### src/rtl/register_file_pkg.sv
// Shared definitions for the CPU register file.
//  - DATA_W   : width of one register and of the W/R/S buses
//  - ADDR_W   : register address width
//  - NUM_REGS : number of registers (2**ADDR_W)
//  - word_t   : one data word
//  - decode_onehot : write-address decoder, gated by the write enable
package register_file_pkg;

  localparam int DATA_W   = 16;
  localparam int ADDR_W   = 3;
  localparam int NUM_REGS = 1 << ADDR_W;

  typedef logic [DATA_W-1:0] word_t;
  typedef logic [ADDR_W-1:0] addr_t;

  // Returns a one-hot load vector selecting register 'addr'.
  // Returns all zeros when 'en' is low.
  function automatic logic [NUM_REGS-1:0] decode_onehot(input addr_t addr, input logic en);
    logic [NUM_REGS-1:0] sel;
    sel = '0;
    if (en) begin
      sel[addr] = 1'b1;
    end
    return sel;
  endfunction

endpackage

### src/rtl/register_file_reg16.sv
// One data word of register-file storage.
// It is cleared asynchronously and loaded synchronously.
// Ports:
//  clk   in  rising-edge clock
//  clr_n in  asynchronous active-low clear; it wins over load
//  load  in  load enable; q takes d on the rising edge
//  d     in  data to load
//  q     out stored word
module register_file_reg16
  import register_file_pkg::*;
(
  input  logic  clk,
  input  logic  clr_n,
  input  logic  load,
  input  word_t d,
  output word_t q
);

  word_t q_reg;

  always_ff @(posedge clk or negedge clr_n) begin
    if (!clr_n) begin
      q_reg <= '0;
    end else if (load) begin
      q_reg <= d;
    end
  end

  assign q = q_reg;

endmodule

### src/rtl/register_file.sv
// Register file for the CPU datapath: 8 entries x 16 bits.
// It has one synchronous write port and two combinational read ports.
// Ports:
//  clk    in  rising-edge clock
//  reset  in  asynchronous active-low reset; it clears every register
//  W_Adr  in  write address
//  we     in  write enable, active high
//  R_Adr  in  read address for port R
//  S_Adr  in  read address for port S
//  W      in  write data
//  R      out contents of register R_Adr (zero-latency)
//  S      out contents of register S_Adr (zero-latency)
module register_file
  import register_file_pkg::*;
(
  input  logic  clk,
  input  logic  reset,
  input  addr_t W_Adr,
  input  logic  we,
  input  addr_t R_Adr,
  input  addr_t S_Adr,
  input  word_t W,
  output word_t R,
  output word_t S
);

  word_t               reg_q [NUM_REGS];
  logic [NUM_REGS-1:0] load_en;

  // Write decoder.
  // The clear path goes straight to each cell, so reset overrides any load on the same edge.
  assign load_en = decode_onehot(W_Adr, we);

  genvar gi;
  generate
    for (gi = 0; gi < NUM_REGS; gi++) begin : g_reg
      register_file_reg16 u_reg (
        .clk   (clk),
        .clr_n (reset),
        .load  (load_en[gi]),
        .d     (W),
        .q     (reg_q[gi])
      );
    end
  endgenerate

  // The read muxes use plain selection with no write bypass.
  // A write becomes visible only after its clock edge.
  assign R = reg_q[R_Adr];
  assign S = reg_q[S_Adr];

endmodule

### config.mk
export PLATFORM = sky130hd
export DESIGN_NAME = register_file
export DESIGN_NICKNAME = d
export VERILOG_FILES = /design/src/rtl/register_file_pkg.sv /design/src/rtl/register_file_reg16.sv /design/src/rtl/register_file.sv
export SDC_FILE = /design/constraint.sdc
export NUM_CORES = 1
export LEC_CHECK = 0
export CELL_PAD_IN_SITES_DETAIL_PLACEMENT = 1
export CELL_PAD_IN_SITES_GLOBAL_PLACEMENT = 1
export CORE_ASPECT_RATIO = 0.8
export CORE_MARGIN = 4
export CORE_UTILIZATION = 45
export DETAILED_ROUTE_END_ITERATION = 10
export PLACE_DENSITY = 0.75
export SETUP_SLACK_MARGIN = 0.5
export SYNTH_ARGS = -nofsm -noshare
export SYNTH_HDL_FRONTEND = slang
export SYNTH_SLANG_ARGS = --single-unit
### constraint.sdc
create_clock -name clk -period 1.6 [get_ports clk]
set_input_delay 0.32 -clock clk [delete_from_list [all_inputs] [get_ports clk]]
set_output_delay 0.32 -clock clk [all_outputs]
set_load 0.02 [all_outputs]
Word level (Yosys, flattened, before mapping)
Cells that the tools add are included.

operators by class
  bitwise gates (word level) = 2
  reductions and logical operators = 1
  $lt $le $gt $ge = 4
  multiplexer cells = 9

operators with widths
  cell                                                                    count
  16-bit binary-select mux with 3-bit select                              2
  16-bit 2-to-1 mux                                                       4
  4-bit >= comparator (second input constant)                             2
  8-bit 2-to-1 mux                                                        1
  3-bit NOT with 4-bit output                                             2
  3-bit by 4-bit < comparator with 1-bit output (second input constant)   1
  1-bit demux with 3-bit select                                           1
  3-bit by 1-bit >= comparator with 1-bit output (second input constant)  1
  1-bit logical AND                                                       1
  1-bit 2-to-1 mux                                                        1

storage, ports and cells
  register bits = 128
  output and inout port bits = 32

Logic depth before layout (Yosys ltp)
  depth after elaboration = 5
  gate-level depth with buffers = 5

Cells and area by module
A second synthesis with hierarchy kept.

unflattened totals
  cell total of the unflattened synthesis = 399
  area total of the unflattened synthesis = 7395.8 sq um

by module, submodules not included
  module               cells an instance  area each (sq um)  instances
  register_file_reg16  34                 649.4              8
  register_file        127                2200.9             1

Worst setup path after synthesis
OpenSTA, ideal clock, no wires.

  path kind = input port to output port
  start = input R_Adr[0]
  end = output R[0]
  arrival time = 1422 ps
  cell stages on the path = 4
  path slack = -142 ps
  cell sequence = buf_6 > buf_6 > mux4_1 > mux2_2

on the way
  cells in the longest elaborated chain, start to end = 4

RTL lines
  what                                                   RTL line             RTL
  from (decl)                                            register_file.sv:20  input addr_t R_Adr,
  3-bit NOT with 4-bit output (not written as such)      register_file.sv:49  assign R = reg_q[R_Adr];
  16-bit binary-select mux with 3-bit select             register_file.sv:49
  16-bit 2-to-1 mux (not written as such) (2 in series)  register_file.sv:49
  to (decl)                                              register_file.sv:23  output word_t R,

Every way passes these cells. The select of a mux whose other input is x is not followed.

Final worst setup path
  start = register g_reg[7].u_reg.q_reg[14]
  end = output R[14]

on the way
  cells in the longest elaborated chain, start to end = 3

RTL lines
  what                                                   RTL line                   RTL
  from (decl)                                            register_file_reg16.sv:19  word_t q_reg;
  from (signal assigned)                                 register_file_reg16.sv:23  q_reg <= '0;
  from (signal assigned)                                 register_file_reg16.sv:25  q_reg <= d;
  16-bit binary-select mux with 3-bit select             register_file.sv:49
  16-bit 2-to-1 mux (not written as such) (2 in series)  register_file.sv:49

Every way passes these cells. The select of a mux whose other input is x is not followed.

==> flow_summary.yaml <==
outcome:
  outcome: "complete, but fails checks"
  violations: "setup timing"
sta:
  setup_viol: 32
  whs_ns: 0.368
  post-route-period-util_pct: 134
  worst_pin_slew_ns: 0.460
  skew_ns: 0
  max_clock_freq_mhz: 466
  finalMaxSlewViolations: 0
  hold_violations: 0
  rsz0062_at_grt: "true"
  timing.slew.headroom_pct: 69.2
  min_period_ns: 2.15
  timing.final.ws_setup_ns: -0.547
floorplanning:
  core-area_sq_um: 15100
  die_h_um: 120
  die_x_um: 147
  num_rows: 40
  initial_core_util_pct: 46.3
  dieArea_sq_um: 17600
  ios: 60
finish:
  diodes: 0
  largest_reg_flops: 128
  syn_to_final_growth_pct: 46.1
  final_util_pct: 67.7
  finalNetCount: 598
  finalNonFillerCells: 790
  layout-drive-gt1-share_pct: 74.1
clocking:
  numCtsBuffers: 17
  cts_tree: "done"
  clock_latency_ns: 0.42
  clock_path_buffers: 2
  htree_num_levels: 4
  clk_pin_slew_ns: 0.07
  numClockSinks: 128
  root_buffer: "clkbuf_16"
synth:
  synth_nets: 421
  ys_ff_latch: 128
  synth_cell_types: 14
  yosys_warnings: 0
  synth_area_sq_um: 7000
  seq_area_frac_synth_pct: 45.7
  synthesis.instances: 393
  postSynthAreaPerCell_sq_um: 17.8
placed_design:
  dpl.hpwl_mm: 11.8
  place_congestion: 0.758
  dp.cells: 698
  io_buffers: 59
detailed_routing:
  drtIter0Drc: 472
  via_per_inst: 5.95
  dr.pass1.iters: 4
  antenna_left: 0
  vias: 4698
  routedWlPerCell_um: 31.9
  wl_mm: 25.2
  drc: 0
pwr:
  ir_worst_vdd_v: 0.000725
  leakage_nw: 4.79
  powerDensity_nw_per_um2: 1290
global_routing:
  overflow: 0
  antenna_found_initial: 0
  grt_pass1_wl_mm: 34.9
  grt_start_max_net_pins: 41
  grt_usage_pct: 27.1
  first_global_vias: 5364
setup_path:
  rrSetupSlack_ns: 0.40
  critPathCaptureType: "output port"
  cp-start-kind: "register"
  crit_path_start: "g_reg[7].u_reg.q[14]"
  critPathKind: "register to output port"
  cp.required_ns: 1.28
  path_max_fanout: 3
  arrival_ns: 1.83
  timing.rr.start: "g_reg[7].u_reg.q[6]"
min_path:
  min_path_type: "input port to async pin"
run:
  maxCapViolCount: 0
## cells in the final DEF (no fill, tap or decap)
cell and instances:
mux2_4 157, dfrtp_1 128, buf_4 79, mux4_2 64, buf_6 50, buf_12 25, clkbuf_16 22, clkdlybuf4s50_1 18
clkbuf_8 4, buf_8 4, nand4b_4 3, mux2_2 3, clkinv_2 3, buf_16 3, buf_2 3, nor4bb_4 2
bufinv_16 2, clkbuf_1 2, and4bb_4 1, nand4_4 1, nor4b_4 1, clkinvlp_4 1, bufbuf_16 1, dlygate4sd3_1 1
clkdlybuf4s15_2 1, dlygate4sd2_1 1
## stage by stage
stage / cell area, sq um / total power [mW] / TNS, ns / worst slack, ns
final: 10200 / 13.2 / -14.92 / -0.547
after global routing: 10200 / 13.7 / -16.15 / -0.585
after CTS: 9950 / 12.7 / -14.45 / -0.496
after detailed placement: 8670 / 8.34 / -68.70 / -1.01
after global placement: 8670 / 8.14 / -65.09 / -0.964
after floorplan: 7420 / 6.86 / -2.80 / -0.0694
## kinds of logic (layout without fill, tap and decap cells)
kind of cell	after synthesis	count (layout)	synth area share, %
flops	128	128	45.7
mux	224	224	49.3
buf+inv	33	220	3.34
simple gates	8	8	1.63
## final cells by class
class | instances | area (sq um)
well taps | 210 | 263
clock inverters | 6 | 82.6
multi-input cells | 232 | 4020
repair buffers | 191 | 2180
fillers | 1280 | 4880
flip-flops and latches | 128 | 3200
clock buffers | 23 | 488
## repair_timing
item	CTS	global route
gates cloned	7	2
resized for setup	292	11
endpoints found under the hold margin	28	0
pin swaps	4	5
buffers inserted	24	29
hold buffers	1	0
setup endpoints to repair	160	194
## layer usage
layer,global-route usage (%),vias to the layer above,routed length (um),part of all wire (%)
li1,-,1904,-,-
met1,33.5,2520,9550,38
met2,46.8,209,12700,51
met3,6.80,65,1950,7.7
met4,9.02,0,939,3.7
met5,0,-,0,0
## worst paths after layout
| check | endpoint | cells after the start |
|---|---|---|
| max | R[14] | 3 |
| min | g_reg[6].u_reg.q[5] | 2 |
| max reg2reg | g_reg[7].u_reg.q[6] | 4 |
| min reg2reg | g_reg[5].u_reg.q[5] | 1 |
| max in group asynchronous | g_reg[1].u_reg.q[8] | 3 |
| min in group clk | g_reg[5].u_reg.q[5] | 1 |
## cell usage after synthesis
library cell	count	area [sq um]
mux4_1	56	1470
dfrtp_1	128	3200
buf_2	8	40.0
nand4b_2	3	45.0
buf_6	11	124
nor4bb_1	2	20.0
nand4_2	1	12.5
buf_4	4	30.0
mux4_2	8	180
mux2_2	160	1800
clkbuf_2	2	10.0
nor4b_4	1	23.8
buf_1	8	30.0
and4bb_2	1	12.5
## power by group
group | switching, mW | internal (mW) | leakage, nW
Sequential | 0.695 | 3.96 | 1.54
Combinational | 1.61 | 3.03 | 2.97
Clock | 1.50 | 2.43 | 0.281
## critical path, stage by stage (launching register included)
cell	delay [ns]
dfrtp_1	0.43
mux4_2	0.54
mux2_4	0.30
buf_6	0.13
No activity file was read; power rests on OpenSTA's default activity.
